File: config.mk
export PLATFORM = sky130hd
export DESIGN_NAME = pwrite_shift
export DESIGN_NICKNAME = d
export VERILOG_FILES = /design/src/rtl/pshift_pkg.sv /design/src/rtl/pshift_par_gen.sv /design/src/rtl/pwrite_shift.sv
export SDC_FILE = /design/constraint.sdc
export NUM_CORES = 1
export LEC_CHECK = 0
export ABC_CLOCK_PERIOD_IN_PS = 1600
export CAP_MARGIN = 10
export CORE_MARGIN = 5
export CORE_UTILIZATION = 25
export CTS_CLUSTER_DIAMETER = 60
export CTS_CLUSTER_SIZE = 14
export DETAILED_ROUTE_END_ITERATION = 10
export GPL_TIMING_DRIVEN = 0
export SYNTH_ARGS = -nofsm -noshare
export SYNTH_HDL_FRONTEND = slang
export SYNTH_HIERARCHICAL = 1
export SYNTH_SLANG_ARGS = --single-unit
File: constraint.sdc
create_clock -name clk -period 1.6 [get_ports clk]
set_clock_uncertainty 0.05 [all_clocks]
set_input_delay 0.16 -clock clk [delete_from_list [all_inputs] [get_ports clk]]
set_output_delay 0.16 -clock clk [all_outputs]
set_load 0.01 [all_outputs]
File: src/rtl/pshift_pkg.sv
// pshift_pkg: shared definitions for the parallel-write and parallel-read shifters.
//   - pshift_state_e     : IDLE / SHIFT / DONE state encoding
//   - PSHIFT_WRITE_WIDTH : default parallel word width (32)
//   - PSHIFT_OUT_WIDTH   : default serial chunk width (8)
package pshift_pkg;

    typedef enum logic [1:0] {
        StIdle  = 2'd0,
        StShift = 2'd1,
        StDone  = 2'd2
    } pshift_state_e;

    localparam int unsigned PSHIFT_WRITE_WIDTH = 32;
    localparam int unsigned PSHIFT_OUT_WIDTH   = 8;

endpackage

File: src/rtl/pshift_par_gen.sv
// pshift_par_gen: combinational even-parity (XOR reduce) of one output chunk.
// Ports:
//   data [OUT_WIDTH-1:0] in  : chunk to cover
//   par                  out : XOR of all bits of data
module pshift_par_gen #(
    parameter int unsigned OUT_WIDTH = 8
) (
    input  logic [OUT_WIDTH-1:0] data,
    output logic                 par
);

    assign par = ^data;

endmodule

File: src/rtl/pwrite_shift.sv
// pwrite_shift: loads a WRITE_WIDTH word and streams it out MSB chunk first as
// OUT_WIDTH-bit bytes over a valid/ready handshake, then pulses done for one cycle.
// Optional feature: define PWRITE_SHIFT_PARITY_EN to add the dout_par output.
// Ports:
//   clk        in  : clock, rising edge
//   reset      in  : asynchronous active-high reset
//   din        in  : parallel word, sampled only when a load is accepted
//   enable     in  : load request (honoured in IDLE or DONE)
//   busy       out : word held and not yet fully transmitted
//   dout       out : current outgoing byte
//   dout_valid out : dout is offered to the consumer
//   dout_ready in  : consumer accepts dout this cycle
//   dout_last  out : current byte is the final byte of the word
//   done       out : one-cycle pulse after the final byte is accepted
//   dout_par   out : XOR of dout bits (only with PWRITE_SHIFT_PARITY_EN)
module pwrite_shift
    import pshift_pkg::*;
#(
    parameter int unsigned WRITE_WIDTH = PSHIFT_WRITE_WIDTH,
    parameter int unsigned OUT_WIDTH   = PSHIFT_OUT_WIDTH
) (
    input  logic                   clk,
    input  logic                   reset,
    input  logic [WRITE_WIDTH-1:0] din,
    input  logic                   enable,
    output logic                   busy,
    output logic [OUT_WIDTH-1:0]   dout,
    output logic                   dout_valid,
    input  logic                   dout_ready,
    output logic                   dout_last,
    output logic                   done
`ifdef PWRITE_SHIFT_PARITY_EN
    ,
    output logic                   dout_par
`endif
);

    localparam int unsigned BYTES = WRITE_WIDTH / OUT_WIDTH;
    localparam int unsigned CNT_W = (BYTES > 1) ? $clog2(BYTES) : 1;

    if ((WRITE_WIDTH % OUT_WIDTH) != 0 || BYTES < 2) begin : g_bad_params
        $error("pwrite_shift: WRITE_WIDTH must be a multiple of OUT_WIDTH with at least 2 bytes");
    end

    pshift_state_e          state_q, state_d;
    logic [WRITE_WIDTH-1:0] shift_q, shift_d;
    logic [CNT_W-1:0]       cnt_q, cnt_d;
    logic                   busy_q, busy_d;
    logic [OUT_WIDTH-1:0]   dout_q, dout_d;
    logic                   valid_q, valid_d;
    logic                   last_q, last_d;
    logic                   done_q, done_d;

    always_comb begin
        state_d = state_q;
        shift_d = shift_q;
        cnt_d   = cnt_q;

        unique case (state_q)
            StIdle, StDone: begin
                if (enable) begin
                    shift_d = din;
                    cnt_d   = CNT_W'(BYTES - 1);
                    state_d = StShift;
                end else begin
                    state_d = StIdle;
                end
            end
            StShift: begin
                // valid is always high in SHIFT, so ready alone marks a transfer
                if (dout_ready) begin
                    if (cnt_q != '0) begin
                        shift_d = shift_q << OUT_WIDTH;
                        cnt_d   = cnt_q - 1'b1;
                    end else begin
                        state_d = StDone;
                    end
                end
            end
            default: state_d = StIdle;
        endcase

        // Outputs are registered from the next state so they line up with it.
        busy_d  = (state_d == StShift);
        valid_d = busy_d;
        dout_d  = busy_d ? shift_d[WRITE_WIDTH-1 -: OUT_WIDTH] : '0;
        last_d  = busy_d && (cnt_d == '0);
        done_d  = (state_d == StDone);
    end

    always_ff @(posedge clk or posedge reset) begin
        if (reset) begin
            state_q <= StIdle;
            shift_q <= '0;
            cnt_q   <= '0;
            busy_q  <= 1'b0;
            dout_q  <= '0;
            valid_q <= 1'b0;
            last_q  <= 1'b0;
            done_q  <= 1'b0;
        end else begin
            state_q <= state_d;
            shift_q <= shift_d;
            cnt_q   <= cnt_d;
            busy_q  <= busy_d;
            dout_q  <= dout_d;
            valid_q <= valid_d;
            last_q  <= last_d;
            done_q  <= done_d;
        end
    end

    assign busy       = busy_q;
    assign dout       = dout_q;
    assign dout_valid = valid_q;
    assign dout_last  = last_q;
    assign done       = done_q;

`ifdef PWRITE_SHIFT_PARITY_EN
    // dout_q is zero outside SHIFT, so parity is zero there too.
    pshift_par_gen #(
        .OUT_WIDTH(OUT_WIDTH)
    ) u_par_gen (
        .data(dout_q),
        .par (dout_par)
    );
`endif

endmodule

Word level (Yosys, flattened, before mapping)
Cells that the tools add are included.
{"block": "totals", "ff_bits": 47, "inputBits": 36, "out_inout_bits": 12, "elab_cells": 36}
{"block": "classes", "addsub": 1, "n_eq_ne": 7, "muxes": 13, "reduce_logical": 7}
{"operator": "2-to-1 mux 32 bit", "count": 3}
{"operator": "one-hot mux 32 bit (2 select lines)", "count": 1}
{"operator": "2-to-1 mux 2 bit", "count": 5}
{"operator": "2-to-1 mux 8 bit", "count": 1}
{"operator": "one-hot mux 2 bit (2 select lines)", "count": 2}
{"operator": "!= test 2 bit (second input constant)", "count": 3}
{"operator": "equality test 2 x 1 -> 1 bit (second input constant)", "count": 2}
{"operator": "equality test 2 bit (second input constant)", "count": 2}
{"operator": "zero test 2 bit", "count": 2}
{"operator": "AND reduction 4 bit", "count": 1}
{"operator": "nonzero test 2 bit", "count": 2}
{"operator": "OR reduction 2 bit", "count": 1}
{"operator": "subtractor 2 x 1 -> 2 bit (second input constant)", "count": 1}
{"operator": "logical AND 1 bit", "count": 1}
{"operator": "2-to-1 mux 1 bit", "count": 1}

Depth between registers and ports, before layout
Gate-level depths: netlist of the first run.
{"block": "depth", "ltp_word": 6, "ltp_mapped": 6, "mapped_depth_nobuf": 3}

Worst setup path after synthesis of the first run
Ideal clock, no wire load.
{"block": "synth_path", "path_kind": "register to register", "from": "reg cnt_q[1]", "to": "reg shift_q[14]", "setup_time_ns": 0.126, "arrival_ns": 1.252, "required_ns": 1.424, "slack_ns": 0.172, "stages_incl_launch_ff": 6, "n_path_buf": 2, "period_less_slack_ns": 1.428, "path_cell_list": "dfrtp_1 -> buf_6 -> o21a_4 -> buf_6 -> and3_1 -> a221o_1"}
{"block": "synth_between", "elab_chain_len": 3}
{"element": "start, declared", "line_no": "pwrite_shift.sv:47", "source": "logic [CNT_W-1:0] cnt_q, cnt_d;"}
{"element": "start signal, assigned", "line_no": "pwrite_shift.sv:104", "source": "cnt_q <= cnt_d;"}
{"element": "nonzero test 2 bit", "line_no": "pwrite_shift.sv:72", "source": "if (cnt_q != '0) begin"}
{"element": "!= test 2 bit (no source line)"}
{"element": "AND reduction 4 bit (no source line)"}
{"element": "end signal, assigned", "line_no": "pwrite_shift.sv:103", "source": "shift_q <= shift_d;"}
{"element": "end, declared", "line_no": "pwrite_shift.sv:46", "source": "logic [WRITE_WIDTH-1:0] shift_q, shift_d;"}
Every way passes these cells.
A chain may end at the register's enable or synchronous reset.

Final worst setup path of the first run
{"block": "layout_path", "from": "reg cnt_q[1]", "to": "reg shift_q[8]"}
The elaborated chain is that of the path after synthesis.

==> results.md, run 1 <==
- Outcome: finished, final reports clean
- Post-synth cell types: 31
- Drt first pass iters: 4
- Ys flop type: dfrtp_1
- Gpl congestion: about 0.75
- CTS tree: built
- Switching power total: about 1800 µW
- Clock network power share: about 16%
- Vias post-DR: 1680
- Multi-input gate area: between 800 and 900 µm²
- Die width: 103.1 µm
- Fin cells: between 300 and 400
- Crit path cell chain: buf_6, o21a_4, buf_6, and3_1, a221o_1
- Final setup fails: 0
- Placed insts: around 350
- Final hold vios: 0
- Area Overhead vs Synth: 34.16%
- Syn Nets: between 200 and 250
- Fin crit share: 93.52%
- Post-layout nets: 280
- Worst vdd ir: ~0.53 mV
- GR Overflow Total: 0
- Internal: between 3000 and 4000 µW
- Worst Path Arrival: between 1500 and 2000 ps
- Netlist Area Pre-Place: approximately 2200 µm²
- Commonest cells in the netlist: dfrtp_1, nand3_1, nand2_1
- Core area: between 8000 and 9000 µm²
- Sw frac: between 30% and 40%
- Total GRT Usage: between 10% and 20%
- CTS Sinks: 47
- Clock buffer count from CTS: 5
- DP Worst Slack: -40.99 ps
- Drc violations: 0
- Critical Path Fanout Max: 10
- Power Density: about 1700 nW/µm²
- CP peak stage delay: between 300 and 400 ps
- Share of cells above drive strength 1: 13.47%
- Slowest cell on the critical path: dfrtp_1
- Yosys reg bits: 47
- Max-cap violations: 0
- WL per Instance: about 15 µm
- Crit. End Element: flop
- DP HPWL: ~3.8 mm
- Initial Util: ~25%
- Antenna violations before repair: 0
- Antenna cells: 0
- Sequential area share after synthesis: a little over half
- Hold WC Path Type: primary input to flop
- Crit start category: flop
- Initial DRC count: 84
- Post-synth EDFFs: 0
- Count leader, synth: dfrtp_1
- Max-slew violations: 0
- Sequential cell area: 1176 µm²
- Maximum clock insertion buffer count: 2
- I/O pins: 48
- Largest area contributor in the netlist: dfrtp_1
- Crit Path Class: flop to flop
- Clock transition at path regs: around 90 ps
- Synth top area cells: dfrtp_1, a221o_1, nand3_1
- Root Buffer: clkbuf_8
- Vias per cell: approximately 4.8
- Gate power share: 44.9%
- Die Area: around 11000 µm²
- DRT antenna net count: 0
- Met3 wire len: 385 µm
- Cell mode on critical path: buf_6
- Pin count of the biggest net entering global routing: 32
- Layout fillers: 889
- H-tree levels: 2
- Leak Pwr: ~0.0013 µW
- Top layer in use: met3
- Worst setup margin: about 100 ps
- Tmin final: approximately 1500 ps
- Worst slew pin tran: 455.6 ps
- Critical Path RT: between 1500 and 2000 ps
- Max frequency: 0.6683 GHz
- Syn avg cell area: around 11 µm²
- Unrepaired setup endpoints after global routing: false
- Row Count: 34
- Synth top area share: ~54%
- Worst slew margin: 69.62%
- Wl on met1: 2.518 mm
- Die height: ~100 µm
- Routed wire length: 5.321 mm
- First-pass GRT wire length: 8.659 mm
- Gate count of the mapped netlist: approximately 190
- Reg power frac: 39.1%
- Vias in the first global route: between 1500 and 2000
- Met2 routed WL: 2.416 mm
- Port buffer count: 45
- YS warnings: 6
- Worst skew pair latency: 300 ps
- Async S/R FF share, synth: 100.0%
[flip-flops by register name, indices dropped and copies added (netlist names)]
name / flops
dout_last: 1
cnt_q: 2
dout: 8
done: 1
shift_q: 32
state_q: 2
dout_valid: 1
[power by group through the flow]
| stage | Sequential, µW | Combinational [µW] | Clock (µW) |
|---|---|---|---|
| floorplan | 1970 | 1460 | 0 |
| global placement | 1970 | 2090 | 0 |
| detailed placement | 1990 | 2140 | 0 |
| CTS | 1960 | 2170 | 818 |
| global route | 2030 | 2480 | 884 |
| finish | 1960 | 2240 | 800 |
[metal layers]
layer  up-vias  GRT usage [%]
li1        820              -
met1       793          14.54
met2        67          16.72
met3         0          2.503
met4         0          2.390
met5         -              0
[stage by stage]
stage / setup TNS (ps) / power (µW) / hold WS, ps / area, µm² / utilization (%)
2_1_floorplan: 0 / 3426 / 226.8 / 2165 / -
3_3_place_gp: -32510 / 4060 / 379.4 / 2750 / 32.00
3_5_place_dp: -200.5 / 4129 / 407.0 / 2770 / 32.24
4_1_cts: 0 / 4945 / 79.27 / 2882 / 33.53
5_1_grt: 0 / 5390 / 83.86 / 2904 / 33.79
6_report: 0 / 5002 / 83.18 / 2904 / 33.79
[layout by cell type (no fill, tap or decap), drive strengths merged, types with 2 or more instances in the layout]
cell type,netlist,layout
a2bb2oi,8,8
clkdlybuf4s50,0,45
buf,16,17
nor3,3,3
a221o,16,16
a31oi,9,9
and3,16,16
clkbuf,2,9
nand3,24,24
dfrtp,47,47
mux2i,8,8
a21oi,2,2
inv,3,3
o21ai,9,9
nand2,17,17
[path summary, 6_finish.rpt]
kind | startpoint | endpoint | slack (ps) | cells after the start
max | cnt_q[1] | shift_q[8] | 100 | 5
min | dout_ready | cnt_q[0] | 80 | 2
min reg2reg | shift_q[8] | shift_q[8] | 460 | 1
max in group asynchronous | reset | shift_q[4] | 880 | 3
min in group asynchronous | reset | shift_q[31] | 120 | 2
max reg2reg | cnt_q[1] | shift_q[8] | 100 | 5
[repair_timing]
action                                 in CTS  in global routing
resized for setup                           1                  4
hold buffers                                0                  0
endpoints found under the hold margin       0                  0
pin swaps                                   0                  1
buffers inserted                            0                  1
setup endpoints to repair                  10                 20
[layout make-up]
class	count	area share [%]
well taps	108	4.653
multi-input cells	123	28.91
plain buffers	17	5.084
flip-flops and latches	47	40.50
clock buffers	7	3.318
clock inverters	1	0.2585
repair buffers	47	16.89
inverters	3	0.3878
[critical path: cells and delay by family, from the launching register on]
kind	cells	cell delay, ps
flip-flops	1	380
AO/OA/AOI/OAI	2	500
buffers and inverters	2	270
AND/OR/NAND/NOR	1	170
[logic make-up after synthesis]
| group | synth area share (%) |
|---|---|
| simple gates | 16.07 |
| compound gates | 18.15 |
| flops | 54.34 |
| buf+inv | 7.341 |
| mux | 3.700 |
| xor+xnor | 0.4047 |
No activity file was read; power rests on OpenSTA's default activity.
==> inputs of run 2 (changes only) <==
--- a/config.mk
+++ b/config.mk
@@ -7,6 +7,7 @@
 export LEC_CHECK = 0
 export ABC_CLOCK_PERIOD_IN_PS = 1600
 export CAP_MARGIN = 10
+export CORE_ASPECT_RATIO = 1.1
 export CORE_MARGIN = 5
 export CORE_UTILIZATION = 25
 export CTS_CLUSTER_DIAMETER = 60
==> run 2 against run 1 <==
  * Critical path type unchanged
  * Die area about the same
  * Maximum frequency decreased by 2.3%
  * Non-clock buffer count unchanged
  * Design area decreased by 1.1%
  * Global-route usage decreased by 0.45 points
  * Critical path depth decreased by 1
==> results.md, run 2 (synthesis gave the netlist of run 1 again) <==
- FF-to-FF Start: cnt_q[1]
- DP Worst Slack: -26.84 ps (+14.14 ps)
- Worst skew pair latency: 290 ps (about the same)
- Vias in the first global route: 1651 (-3.3%)
- Total GRT Usage: 10.07% (-0.45 points)
- Crit Path Class: flop to flop
- CTS Sinks: 47 (unchanged)
- Initial DRC count: 73 (-13%)
- Most common cell after layout, fill and taps aside: dfrtp_1
- Final hold vios: 0 (unchanged)
- Worst setup margin: 67.94 ps (-35.76 ps)
- FF-to-FF End: dout[7]
- Max reg flops: 32 (unchanged)
- Crit. End Element: flop
- Worst vdd ir: 0.4811 mV (-8.8%)
- DRT antenna net count: 0 (unchanged)
- Max frequency: 0.6527 GHz (-2.3%)
- Total setup buffers inserted after CTS: 0 (unchanged)
- GR Overflow Total: 0 (unchanged)
- Routed wire length: 5.129 mm (-3.6%)
- Pin count of the biggest net entering global routing: 30 (-6.3%)
- Worst Path Arrival: 1640 ps (about the same)
- Leak Pwr: 0.001289 µW (-0.93%)
- Hold WC Path Type: primary input to flop
- Die height: 107.6 µm (+4.4%)
- Vias post-DR: 1648 (-1.9%)
- Core area: 8408 µm² (-2.2%)
- Clock buffer count from CTS: 5 (unchanged)
- Critical Path RT: 1710 ps (-20 ps)
- Antenna violations before repair: 0 (unchanged)
- First-pass GRT wire length: 8.535 mm (-1.4%)
- Area Overhead vs Synth: 32.72%
- Max-cap violations: 0 (unchanged)
- Most flop-heavy register: shift_q
- Fin crit share: 95.75% (+2.2 points)
- Commonest cells after routing, fill and taps aside: dfrtp_1, clkdlybuf4s50_1, nand3_1
- Row Count: 35 (+2.9%)
- Hold Path Stages: 2 (unchanged)
- Placed Area: 2774 µm² (+0.14%)
- Root Buffer: clkbuf_8
- FF-to-FF path depth: 4 (-1)
- Worst slew pin tran: 450.1 ps (-5.504 ps)
- Clock transition at path regs: 80 ps (about the same)
- CP peak stage delay: 420 ps (+40 ps)
- I/O pins: 48 (unchanged)
- Post-layout nets: 280 (unchanged)
- Unrepaired setup endpoints after global routing: false
- Gpl congestion: 0.7229 (-4.0%)
- Outcome: finished, final reports clean
- DP HPWL: 3.786 mm (+0.16%)
- Drc violations: 0 (unchanged)
- Hold WS: 71.48 ps (-11.69 ps)
- Power Density: 1680 nW/µm² (-2.5%)
- Port buffer count: 45 (unchanged)
- Maximum clock insertion buffer count: 2 (unchanged)
- Hold EP: cnt_q[0]
- Fin area: 2873 µm² (-1.1%)
- R2R Setup Slk: 70 ps (-40 ps)
- Die Area: 10620 µm² (about the same)
- CTS tree: built
- Initial Util: 25.74% (+0.55 points)
- Vias per cell: 4.642 (-2.5%)
- Hold path start: dout_ready
- Setup TNS: 0 ps (unchanged)
- Crit start category: flop
- Drt first pass iters: 4 (unchanged)
- Tmin final: 1532 ps (+35.76 ps)
- Slowest cell on the critical path: or3b_1
- Crit path cell chain: buf_6, or3b_1, a21oi_4, a31oi_1
- Max-slew violations: 0 (unchanged)
- Die width: 98.72 µm (-4.2%)
- H-tree levels: 2 (unchanged)
- Antenna cells: 0 (unchanged)
- Worst slew margin: 69.95% (+0.33 points)
- Final setup fails: 0 (unchanged)
- Share of cells above drive strength 1: 12.70% (-0.76 points)
- Critical Path Fanout Max: 10 (unchanged)
- WL per Instance: 14.45 µm (-4.2%)
## run 2: cell types whose count changed in the layout (fill, tap and decap cells not counted), sizes merged
cell,delta
clkinv,+1
clkinvlp,-1
clkbuf,-1
## run 2: worst max path at each step
stage,startpoint,end,slack [ps],depth (start not counted)
floorplan,cnt_q[1],shift_q[14],170,5
global placement,reset,shift_q[0],-710,2
detailed placement,cnt_q[1],dout[7],-30,4
CTS,cnt_q[1],dout[7],60,4
global route,state_q[0],shift_q[3],10,5
finish,cnt_q[1],dout[7],70,4
## run 2: final cells by class
| cell class | count | area [µm²] |
|---|---|---|
| plain buffers | 18 | 148.9 |
| clock buffers | 6 | 82.58 |
| clock inverters | 1 | 5.005 |
| fillers | 857 | 5535 |
| inverters | 3 | 11.26 |
| multi-input cells | 123 | 839.6 |
| flip-flops and latches | 47 | 1176 |
| well taps | 111 | 138.9 |
| repair buffers | 46 | 470.5 |
## run 2: per-stage QoR
stage | total power (µW) | util [%] | instances
2_1_floorplan | 3426 | - | 191
3_3_place_gp | 4074 | 32.75 | 347
3_5_place_dp | 4128 | 32.99 | 348
4_1_cts | 4872 | 34.12 | 355
5_1_grt | 5198 | 34.17 | 355
6_report | 4826 | 34.17 | 355
## run 2: what timing repair did
item                                    4_1_cts  5_1_grt
endpoints found under the setup margin        7        9
gates resized for setup                       1        3
hold buffers                                  0        0
## run 2: worst max-delay path: cells and delay by family, from the launching register on
kind | cells | cell delay (ps)
flops | 1 | 380
buf+inv | 1 | 130
compound gates | 2 | 420
simple gates | 1 | 420
## run 2: power breakdown
part           total (µW)  internal [µW]  switching, µW  leakage (µW)
clock network         715            339            375     0.0000470
logic                2150           1080           1070      0.000645
registers            1960           1710            253      0.000597
total                4830           3130           1700       0.00129
## run 2: per-layer routing
metal	vias up	routed length (µm)	track usage (%)
li1	819	-	-
met5	-	0	0
met2	51	2228	14.69
met4	0	47	2.927
met1	774	2538	14.34
met3	4	315	3.046
